### src/rtl/bar_share_arb_pkg.sv
// bar_share_arb_pkg: shared types and the round-robin pick function
// for the bar datapath sharing arbiter.
package bar_share_arb_pkg;

   // Width of a requester index in a tag; bounds N_REQ to 64.
   localparam int IDXW    = 6;
   localparam int MAX_REQ = 1 << IDXW;

   typedef enum logic [1:0] {
      IDLE  = 2'd0,
      RUN   = 2'd1,
      DRAIN = 2'd2
   } state_e;

   typedef struct packed {
      logic            vld;
      logic [IDXW-1:0] idx;
   } tag_t;

   // One-hot winner: first set bit of valid at or after ptr, wrapping at n.
   function automatic logic [MAX_REQ-1:0] rr_pick(
      input logic [MAX_REQ-1:0] valid,
      input logic [IDXW-1:0]    ptr,
      input int                 n
   );
      logic [MAX_REQ-1:0] pick;
      logic               found;
      int                 pos;
      logic [IDXW-1:0]    ix;
      pick  = '0;
      found = 1'b0;
      for (int k = 0; k < MAX_REQ; k++) begin
         if (k < n && !found) begin
            pos = int'(ptr) + k;
            if (pos >= n) pos = pos - n;
            ix = pos[IDXW-1:0];
            if (valid[ix]) begin
               pick[ix] = 1'b1;
               found    = 1'b1;
            end
         end
      end
      return pick;
   endfunction

endpackage

### src/rtl/bar_share_arb_tagpipe.sv
// bar_share_arb_tagpipe: LAT+1 stage tag shift register that follows each
// issued operation through the bar pipeline, plus the in-flight counter.
module bar_share_arb_tagpipe
   import bar_share_arb_pkg::*;
#(
   parameter int LAT = 2
) (
   input  logic                     clk,
   input  logic                     rst,
   input  tag_t                     in_tag,
   output tag_t                     out_tag,
   output logic [$clog2(LAT+2)-1:0] cnt,
   output logic [$clog2(LAT+2)-1:0] cnt_nxt
);

   localparam int CW = $clog2(LAT+2);

   tag_t pipe [LAT+1];

   // Shift tags one stage per cycle; stage LAT lines up with bar_rvalid.
   always_ff @(posedge clk) begin
      if (rst) begin
         for (int k = 0; k <= LAT; k++) pipe[k] <= '0;
      end else begin
         pipe[0] <= in_tag;
         for (int k = 1; k <= LAT; k++) pipe[k] <= pipe[k-1];
      end
   end

   assign out_tag = pipe[LAT];

   // Count up on entry, down on retirement; both at once cancel.
   always_comb begin
      cnt_nxt = cnt;
      case ({in_tag.vld, out_tag.vld})
         2'b10:   cnt_nxt = cnt + CW'(1);
         2'b01:   cnt_nxt = cnt - CW'(1);
         default: cnt_nxt = cnt;
      endcase
   end

   // In-flight count register.
   always_ff @(posedge clk) begin
      if (rst) cnt <= '0;
      else     cnt <= cnt_nxt;
   end

endmodule

### src/rtl/bar_share_arb.sv
// bar_share_arb: round-robin sharing of one fixed-latency bar unit among
// N_REQ requesters, with results routed back to the issuing requester.
// Optional per-requester grant counters under `BAR_SHARE_ARB_PERF_EN`.
//
// state | meaning
// IDLE  | arbitration off, nothing in flight
// RUN   | granting one request per cycle while en is high
// DRAIN | en dropped, waiting for in-flight operations to return
module bar_share_arb
   import bar_share_arb_pkg::*;
#(
   parameter int N_REQ = 4,
   parameter int DW    = 16,
   parameter int SW    = 8,
   parameter int LAT   = 2
) (
   input  logic                  clk,
   input  logic                  rst,
   input  logic                  en,
   input  logic [N_REQ-1:0]      req_valid,
   input  logic [N_REQ*DW-1:0]   req_p,
   input  logic [N_REQ-1:0]      req_q,
   output logic [N_REQ-1:0]      req_ready,
   output logic                  bar_valid,
   output logic [DW-1:0]         bar_p,
   output logic                  bar_q,
   input  logic                  bar_rvalid,
   input  logic [DW-1:0]         bar_r,
   input  logic [SW-1:0]         bar_s,
   output logic [N_REQ-1:0]      rsp_valid,
   output logic [DW-1:0]         rsp_r,
   output logic [SW-1:0]         rsp_s,
   output logic                  busy,
   output logic                  err
`ifdef BAR_SHARE_ARB_PERF_EN
   ,
   input  logic [$clog2(N_REQ)-1:0] perf_sel,
   output logic [31:0]              perf_cnt
`endif
);

   localparam int PW = $clog2(N_REQ);
   localparam int CW = $clog2(LAT+2);

   state_e           state, state_nxt;
   logic [PW-1:0]    ptr;
   logic [PW-1:0]    win;
   logic [N_REQ-1:0] grant;
   logic             hs;
   tag_t             in_tag, out_tag;
   logic [CW-1:0]    cnt, cnt_nxt;

   // Grant the round-robin winner, only while running with en high.
   always_comb begin
      grant = '0;
      if (state == RUN && en)
         grant = N_REQ'(rr_pick(MAX_REQ'(req_valid), IDXW'(ptr), N_REQ));
      win = '0;
      for (int i = 0; i < N_REQ; i++)
         if (grant[i]) win = PW'(i);
      hs = |(grant & req_valid);
   end

   assign req_ready = grant;

   // Pointer moves just past the winner on every handshake.
   always_ff @(posedge clk) begin
      if (rst)     ptr <= '0;
      else if (hs) ptr <= (win == PW'(N_REQ-1)) ? '0 : win + PW'(1);
   end

   // Register the winner's operands onto the bar issue port.
   always_ff @(posedge clk) begin
      if (rst) begin
         bar_valid <= 1'b0;
         bar_p     <= '0;
         bar_q     <= 1'b0;
      end else begin
         bar_valid <= hs;
         bar_p     <= hs ? req_p[win*DW +: DW] : '0;
         bar_q     <= hs ? req_q[win] : 1'b0;
      end
   end

   assign in_tag = '{vld: hs, idx: IDXW'(win)};

   bar_share_arb_tagpipe #(.LAT(LAT)) u_tagpipe (
      .clk     (clk),
      .rst     (rst),
      .in_tag  (in_tag),
      .out_tag (out_tag),
      .cnt     (cnt),
      .cnt_nxt (cnt_nxt)
   );

   // State register.
   always_ff @(posedge clk) begin
      if (rst) state <= IDLE;
      else     state <= state_nxt;
   end

   // Leave RUN/DRAIN as the last tag retires so busy and IDLE line up.
   always_comb begin
      state_nxt = state;
      case (state)
         IDLE:    if (en) state_nxt = RUN;
         RUN:     if (!en) state_nxt = (cnt_nxt == '0) ? IDLE : DRAIN;
         DRAIN:   if (cnt_nxt == '0) state_nxt = IDLE;
         default: state_nxt = IDLE;
      endcase
   end

   assign busy = (state != IDLE) || (cnt != '0);

   // Return a result to its owner when the expected tag and strobe coincide.
   always_ff @(posedge clk) begin
      if (rst) begin
         rsp_valid <= '0;
         rsp_r     <= '0;
         rsp_s     <= '0;
      end else if (out_tag.vld && bar_rvalid) begin
         rsp_valid <= N_REQ'(1) << out_tag.idx;
         rsp_r     <= bar_r;
         rsp_s     <= bar_s;
      end else begin
         rsp_valid <= '0;
         rsp_r     <= '0;
         rsp_s     <= '0;
      end
   end

   // Sticky error on a missing result or an unexpected result strobe.
   always_ff @(posedge clk) begin
      if (rst)                           err <= 1'b0;
      else if (out_tag.vld != bar_rvalid) err <= 1'b1;
   end

`ifdef BAR_SHARE_ARB_PERF_EN
   logic [31:0] gnt_cnt [N_REQ];

   // Saturating grant counters and a registered read port.
   always_ff @(posedge clk) begin
      if (rst) begin
         for (int i = 0; i < N_REQ; i++) gnt_cnt[i] <= '0;
         perf_cnt <= '0;
      end else begin
         for (int i = 0; i < N_REQ; i++)
            if (hs && win == PW'(i) && gnt_cnt[i] != 32'hFFFF_FFFF)
               gnt_cnt[i] <= gnt_cnt[i] + 32'd1;
         perf_cnt <= (int'(perf_sel) < N_REQ) ? gnt_cnt[perf_sel] : '0;
      end
   end
`endif

endmodule

### config.mk
export PLATFORM = sky130hd
export DESIGN_NAME = bar_share_arb
export DESIGN_NICKNAME = d
export VERILOG_FILES = /design/src/rtl/bar_share_arb_pkg.sv /design/src/rtl/bar_share_arb_tagpipe.sv /design/src/rtl/bar_share_arb.sv
export SDC_FILE = /design/constraint.sdc
export NUM_CORES = 1
export LEC_CHECK = 0
export CORE_ASPECT_RATIO = 1.5
export CORE_MARGIN = 2
export CORE_UTILIZATION = 40
export DETAILED_ROUTE_END_ITERATION = 10
export PLACE_DENSITY_LB_ADDON = 0.2
export RECOVER_POWER = 100
export SYNTH_ARGS = -nofsm -noshare
export SYNTH_HDL_FRONTEND = slang
export SYNTH_SLANG_ARGS = --single-unit
### constraint.sdc
create_clock -name clk -period 4 [get_ports clk]
set_input_delay 0.6 -clock clk [delete_from_list [all_inputs] [get_ports clk]]
set_output_delay 0.6 -clock clk [all_outputs]
set_load 0.005 [all_outputs]
==> results of run 1 <==
cell type report:
type / instances / area (sq um) / share of cell area
inverters: 7 / 26.28 / 0.005262
clock inverters: 7 / 75.07 / 0.01503
flip-flops and latches: 61 / 1221 / 0.2445
clock buffers: 9 / 225.2 / 0.04510
well taps: 102 / 127.6 / 0.02556
multi-input cells: 232 / 1715 / 0.3435
repair buffers: 165 / 1603 / 0.3210
kinds of logic after synthesis:
group           Yosys count  synth area share
compound gates          131            0.3154
xor+xnor                  2          0.005676
fa+ha+maj                 9           0.03648
buf+inv                  30           0.04620
flops                    61            0.3956
mux                      10           0.04337
simple gates             80            0.1573
registers in the layout, summed over array words and instances (netlist names):
signal and count:
rsp_s 8, bar_q 1, rsp_valid 4, err 1
bar_p 16, rsp_r 16, state 2, u_tagpipe.pipe 9
u_tagpipe.cnt 2, ptr 2
worst max-delay path by stage:
stage	endpoint	start	slack, ps	depth (start not counted)
finish	state[1]	ptr[1]	300	12
global route	state[1]	ptr[1]	90	12
CTS	req_ready[3]	ptr[1]	310	9
detailed placement	state[1]	req_valid[1]	190	11
global placement	state[1]	req_valid[1]	240	11
floorplan	state[1]	ptr[0]	430	13
per-layer routing:
layer,GRT usage,vias up,routed length [um]
li1,-,1503,-
met1,0.2426,1486,3391
met2,0.3878,120,5005
met3,0.05611,21,528
met4,0.1158,0,309
met5,0,-,0
report_power, final:
group	internal, mW	leakage [nW]	total, mW	switching [mW]
Clock	0.484	0.150	0.760	0.276
Sequential	0.620	0.493	0.626	0.00529
Combinational	0.175	1.41	0.313	0.138
Total	1.28	2.06	1.70	0.420
placed cells by master, fill, tap and decap left out, types with 4 or more instances in the layout:
| cell type | count |
|---|---|
| sky130_fd_sc_hd__inv_1 | 4 |
| sky130_fd_sc_hd__a2111oi_0 | 17 |
| sky130_fd_sc_hd__nand3_1 | 5 |
| sky130_fd_sc_hd__and2_1 | 15 |
| sky130_fd_sc_hd__buf_4 | 10 |
| sky130_fd_sc_hd__ha_1 | 9 |
| sky130_fd_sc_hd__a211oi_1 | 19 |
| sky130_fd_sc_hd__and2_0 | 13 |
| sky130_fd_sc_hd__clkbuf_16 | 9 |
| sky130_fd_sc_hd__nor2_1 | 12 |
| sky130_fd_sc_hd__dfxtp_1 | 61 |
| sky130_fd_sc_hd__a21oi_1 | 6 |
| sky130_fd_sc_hd__nand2_1 | 8 |
| sky130_fd_sc_hd__o21ai_0 | 35 |
| sky130_fd_sc_hd__clkdlybuf4s50_1 | 100 |
| sky130_fd_sc_hd__and3_1 | 5 |
| sky130_fd_sc_hd__a21boi_0 | 35 |
| sky130_fd_sc_hd__nor2b_1 | 8 |
| sky130_fd_sc_hd__mux2_2 | 5 |
| sky130_fd_sc_hd__dlygate4sd3_1 | 51 |
metrics by stage:
stage / total power [mW] / utilization / instances / setup WS (ps)
5_1_grt: 1.774 / 0.6602 / 583 / 86.83
6_report: 1.699 / 0.6602 / 583 / 302.7
2_1_floorplan: 0.7982 / - / 323 / 429.1
3_5_place_dp: 0.9541 / 0.6233 / 567 / 195.0
3_3_place_gp: 0.9497 / 0.6233 / 567 / 238.7
4_1_cts: 1.723 / 0.6630 / 583 / 311.2
worst register-to-register path, cell delays in order (launching register included):
cell and delay, ps:
sky130_fd_sc_hd__dfxtp_1 320, sky130_fd_sc_hd__inv_1 130, sky130_fd_sc_hd__ha_1 410, sky130_fd_sc_hd__mux2_2 350, sky130_fd_sc_hd__and3_1 270, sky130_fd_sc_hd__a2111oi_4 330
sky130_fd_sc_hd__a211oi_1 140, sky130_fd_sc_hd__and2_0 270, sky130_fd_sc_hd__nor4_2 370, sky130_fd_sc_hd__ha_1 320, sky130_fd_sc_hd__or3_1 370, sky130_fd_sc_hd__a21oi_1 190
sky130_fd_sc_hd__o22a_1 160
==> summary.txt, run 1 <==
Run status -> finished clean
Worst Reg2Reg Path Length in Cells -> 12
Initial standard-cell utilization of the core -> 0.4081
Yosys warning count -> 0
Setup Crit Path Kind -> reg2reg
FF-to-FF End -> state[1]
Syn avg cell area -> 9.556 sq um
Number of synthesized register bits -> 61
Cell with the most instances on the worst path -> sky130_fd_sc_hd__ha_1
Fmax -> 0.2705 GHz
Starting DRC count in detailed routing -> 96
Clock Sink Count -> 61
I/O Buffers -> 151
Top-level I/O count -> 152
CTS H-Tree Depth -> 3
Post-detailed-route wirelength per cell -> 15.84 um
Leading area contributor after synthesis -> sky130_fd_sc_hd__dfxtp_1
Wire length of the first global-routing pass -> 14.36 mm
Dominant cells by area after synthesis -> sky130_fd_sc_hd__dfxtp_1 (40%), sky130_fd_sc_hd__a21boi_0 (8.5%), sky130_fd_sc_hd__o21ai_0 (5.7%)
Power density of the placed cells -> 340.2 mW/mm^2
Worst min path class -> reg2reg
Crit end category -> flop
Yosys cell types -> 54
Max-slew headroom -> 0.3965
Post-detail-place hpwl -> 6.869 mm
Cell with the largest stage delay on the worst path -> sky130_fd_sc_hd__ha_1
Transition at the pin with the smallest max-transition slack -> 905.2 ps
Period minus WS final -> 3697 ps
Residual overflow from global routing -> 0
Die Area -> 0.008450 sq mm
Setup Fix Bufs, Post-CTS -> 0
Total via count in the routed design -> 3130
Worst clock skew on the final layout -> 8.384 ps
Number of cells on the worst hold path -> 1
Count of flip-flops with a built-in enable after synthesis -> 0
Maxcap violations -> 0
Hold violation total from the final report -> 0
Worst supply voltage drop on vdd -> 249.8 uV
RSZ-0062 raised after global routing -> false
Worst-case register-to-register setup slack -> 300 ps
Leading register cell type out of synthesis -> sky130_fd_sc_hd__dfxtp_1
Crit share post-route -> 0.9243
Post-synthesis to final-layout area growth -> 61.78%
Proportion of synthesized flip-flops having asynchronous set or reset -> 0
Share of Yosys cell area claimed by the top area cell type -> 0.3956
Startpoint of the worst hold path -> u_tagpipe.pipe[0][13]
Antenna violations before repair -> 0
Post-cts sizing count -> 0
Number of vias per cell after detailed routing -> 5.369
Post-synthesis instance area -> 0.003087 sq mm
Source of the worst register-to-register timing path -> ptr[1]
Pin count of the biggest net entering global routing -> 37
Height of the die -> 111.6 um
Worst-case clock buffer depth -> 2
Final-layout fill cell count -> 632
Clock transition at the register clock pins on the worst setup and hold paths after CTS -> 50 ps
Cell area after placement -> 0.004715 sq mm
Layout cell share with drive strength beyond 1 -> 0.09771
Global placer's final weighted congestion -> 1.075
Critical path data arrival time -> 3970 ps
Minimum hold slack -> 434.5 ps
Gate count after technology mapping -> 323
Worst min-delay path endpoint -> u_tagpipe.pipe[0][20]
Clock buffers created by TritonCTS -> 9
CTS tree -> yes
Setup TNS -> 0 ps
Kind of start point of the critical path -> flop
Most used standard cell by instance count after synthesis -> sky130_fd_sc_hd__dfxtp_1
Post-route ant nets -> 0
Worst path max stage delay -> 400 ps
Required time of the worst setup path -> 4270 ps
Final net count -> 585
Net count after synthesis -> 432
Fin. max-slew vios -> 0
Leak pwr -> 2.055 nW
Largest delay contributor family on the critical path -> simple AND/OR/NAND/NOR gates
GRT Overall Usage -> 0.2246
Detailed Routing Iterations Pass 1 -> 6
Count of final setup violators -> 0
Drt total wl -> 9.236 mm
Root buffer selected by CTS -> sky130_fd_sc_hd__clkbuf_16
Placement Rows -> 39
Number of hold buffers added after CTS -> 0
Post-route cell area -> 0.004994 sq mm
Register area share after synthesis -> 0.3956
Synth cell count leaders -> sky130_fd_sc_hd__dfxtp_1 (61), sky130_fd_sc_hd__a21boi_0 (35), sky130_fd_sc_hd__o21ai_0 (35), sky130_fd_sc_hd__and2_1 (27), sky130_fd_sc_hd__a211oi_1 (18)
Core area -> 0.007564 sq mm
Crit-path cells -> inv_1 > ha_1 > mux2_2 > and3_1 > a2111oi_4 > a211oi_1 > and2_0 > nor4_2 > ha_1 > or3_1 > a21oi_1 > o22a_1
Number of antenna cells inserted -> 0
Width of the chip -> 75.73 um
Number of global-route vias before repair -> 3031
Peak fanout along the critical path -> 6
Clk Latency, worst-skew pair -> 330 ps
Number of buffers and inverters on the critical path -> 1
DRC violation count after routing -> 0
No activity file was read; power rests on OpenSTA's default activity.
==> run 2: changes to the inputs <==
Settings changed: GPL_TIMING_DRIVEN from default to 0, TNS_END_PERCENT from default to 50.
==> run 2 against run 1 <==
Compared with the run above: clock skew decreased by 3.5 ps; sequential share of layout area decreased by 0.29 points; worst hold slack got worse by 2.3 ps; clock-buffer cell count increased by 3; critical path depth decreased by 2; design area increased by 1.4%; sequential power about the same; via count increased by 0.13%; setup slack got worse by 170 ps; sequential cell count unchanged; utilization increased by 0.94 points; clock power increased by 12%; critical path type is now reg2out; largest power group unchanged.
==> summary.txt, run 2 (synthesis results as in run 1) <==
Run status -> finished clean
Startpoint of the worst hold path -> u_tagpipe.pipe[0][7]
Core area -> 0.007564 sq mm (unchanged)
Count of final setup violators -> 0 (unchanged)
Height of the die -> 111.6 um (unchanged)
Post-route ant nets -> 0 (unchanged)
Detailed Routing Iterations Pass 1 -> 4 (-2)
Largest delay contributor family on the critical path -> buffers and inverters
Number of buffers and inverters on the critical path -> 4 (+3)
Pin count of the biggest net entering global routing -> 20 (-46%)
Transition at the pin with the smallest max-transition slack -> 998.2 ps (+92.92 ps)
I/O Buffers -> 151 (unchanged)
Worst supply voltage drop on vdd -> 232.9 uV (-6.7%)
Setup Crit Path Kind -> reg2out
Peak fanout along the critical path -> 19 (+13)
Period minus WS final -> 3871 ps (+173.9 ps)
Most common cell after layout, fill and taps aside -> sky130_fd_sc_hd__clkdlybuf4s50_1
Die Area -> 0.008450 sq mm (unchanged)
Worst-case register-to-register setup slack -> 220 ps (-80 ps)
Layout cell share with drive strength beyond 1 -> 0.09202 (-0.005689)
Drt total wl -> 9.684 mm (+4.9%)
Kind of start point of the critical path -> flop
Number of antenna cells inserted -> 0 (unchanged)
Leak pwr -> 2.063 nW (+0.39%)
Fin. max-slew vios -> 0 (unchanged)
Most used cells in the layout excluding fill and tap cells -> sky130_fd_sc_hd__clkdlybuf4s50_1 (101), sky130_fd_sc_hd__dfxtp_1 (59), sky130_fd_sc_hd__dlygate4sd3_1 (50)
Required time of the worst setup path -> 3400 ps (-870 ps)
CTS tree -> yes
Residual overflow from global routing -> 0 (unchanged)
Antenna violations before repair -> 0 (unchanged)
Cell area after placement -> 0.004726 sq mm (+0.24%)
Maxcap violations -> 0 (unchanged)
Width of the chip -> 75.73 um (unchanged)
Final net count -> 594 (+1.5%)
RSZ-0062 raised after global routing -> false
Biggest registers after layout -> bar_p: 16 flops, rsp_r: 16 flops, u_tagpipe.pipe: 9 flops
Max-slew headroom -> 0.3273 (-0.06922)
Fmax -> 0.2583 GHz (-4.5%)
Critical Path Source -> ptr[0]
Source of the worst register-to-register timing path -> ptr[0]
Post-detailed-route wirelength per cell -> 16.39 um (+3.4%)
Root buffer selected by CTS -> sky130_fd_sc_hd__clkbuf_16
Global placer's final weighted congestion -> 0.8577 (-20%)
DRC violation count after routing -> 0 (unchanged)
Number of global-route vias before repair -> 3215 (+6.1%)
Top-level I/O count -> 152 (unchanged)
Setup TNS -> 0 ps (unchanged)
Crit-path cells -> buf_6 > inv_1 > ha_4 > mux2_2 > and3_1 > nor3_4 > a32oi_1 > a21o_1 > clkinv_4 > clkdlybuf4s50_1
Placement Rows -> 39 (unchanged)
Starting DRC count in detailed routing -> 103 (+7.3%)
Post-route cell area -> 0.005065 sq mm (+1.4%)
GRT Overall Usage -> 0.2434 (+0.01880)
Worst path max stage delay -> 520 ps (+120 ps)
Post-synthesis to final-layout area growth -> 64.09%
Power density of the placed cells -> 356.2 mW/mm^2 (+4.7%)
Initial standard-cell utilization of the core -> 0.4081 (unchanged)
Wire length of the first global-routing pass -> 15.60 mm (+8.7%)
Final setup margin -> 128.8 ps (-173.9 ps)
Clock Sink Count -> 61 (unchanged)
Pre-CTS setup slack -> 22.11 ps (-172.9 ps)
Post-detail-place hpwl -> 7.421 mm (+8.0%)
Number of vias per cell after detailed routing -> 5.303 (-1.2%)
Crit share post-route -> 0.9678 (+0.04347)
Cell with the largest stage delay on the worst path -> sky130_fd_sc_hd__clkdlybuf4s50_1
Critical path data arrival time -> 3270 ps (-700 ps)
Hold violation total from the final report -> 0 (unchanged)
CTS H-Tree Depth -> 3 (unchanged)
Worst min path class -> reg2reg
Worst-case clock buffer depth -> 2 (unchanged)
Clk Latency, worst-skew pair -> 320 ps (about the same)
Total via count in the routed design -> 3134 (+0.13%)
Clock buffers created by TritonCTS -> 9 (unchanged)
Minimum hold slack -> 432.2 ps (-2.258 ps)
Worst clock skew on the final layout -> 4.929 ps (-3.454 ps)
Overall power of the completed layout -> 1.804 mW (+6.2%)
Crit end category -> output port
Clock transition at the register clock pins on the worst setup and hold paths after CTS -> 50 ps (about the same)
[run 2: cell types whose count changed in the layout (fill, tap and decap cells not counted), moves of 3 or more]
cell / change
sky130_fd_sc_hd__buf_4: -9
sky130_fd_sc_hd__and2_1: +5
sky130_fd_sc_hd__and2_0: -6
sky130_fd_sc_hd__clkbuf_1: +14
sky130_fd_sc_hd__clkbuf_8: +3
sky130_fd_sc_hd__buf_6: +3
[run 2: layout make-up]
class,instances,area (sq um)
multi-input combinational,232,1719
tap,102,127.6
buffer,21,103.9
clock buffer,12,266.5
fill,645,2499
sequential,61,1224
timing repair buffer,153,1523
inverter,7,33.78
clock inverter,3,67.56
[run 2: path summary, 6_finish.rpt]
kind,to,cells past startpoint
worst max-delay path,req_ready[3],10
worst min-delay path,u_tagpipe.pipe[0][14],1
worst max register to register,state[1],13
worst min register to register,u_tagpipe.pipe[0][14],1
[run 2: through the flow]
step | cells | util
CTS | 591 | 0.6706
floorplan | 323 | -
finish | 591 | 0.6696
global placement | 576 | 0.6248
global route | 591 | 0.6696
detailed placement | 576 | 0.6248
[run 2: power breakdown]
part / total [mW] / switching [mW] / internal (mW)
logic: 0.320 / 0.140 / 0.180
clock network: 0.855 / 0.263 / 0.592
registers: 0.629 / 0.00821 / 0.621
[run 2: timing repair]
action	4_1_cts	5_1_grt
setup endpoints to repair	2	3
gates resized for setup	4	2
pin swaps	2	1
hold buffers	0	0
buffers inserted	2	0
[run 2: routing by layer]
layer	up-vias	routed length, um	share of wire	global-route usage
li1	1520	-	-	-
met1	1479	3514	0.36	0.2575
met2	108	5318	0.55	0.4325
met3	27	502	0.052	0.06697
met4	0	348	0.036	0.1041
met5	-	0	0	0
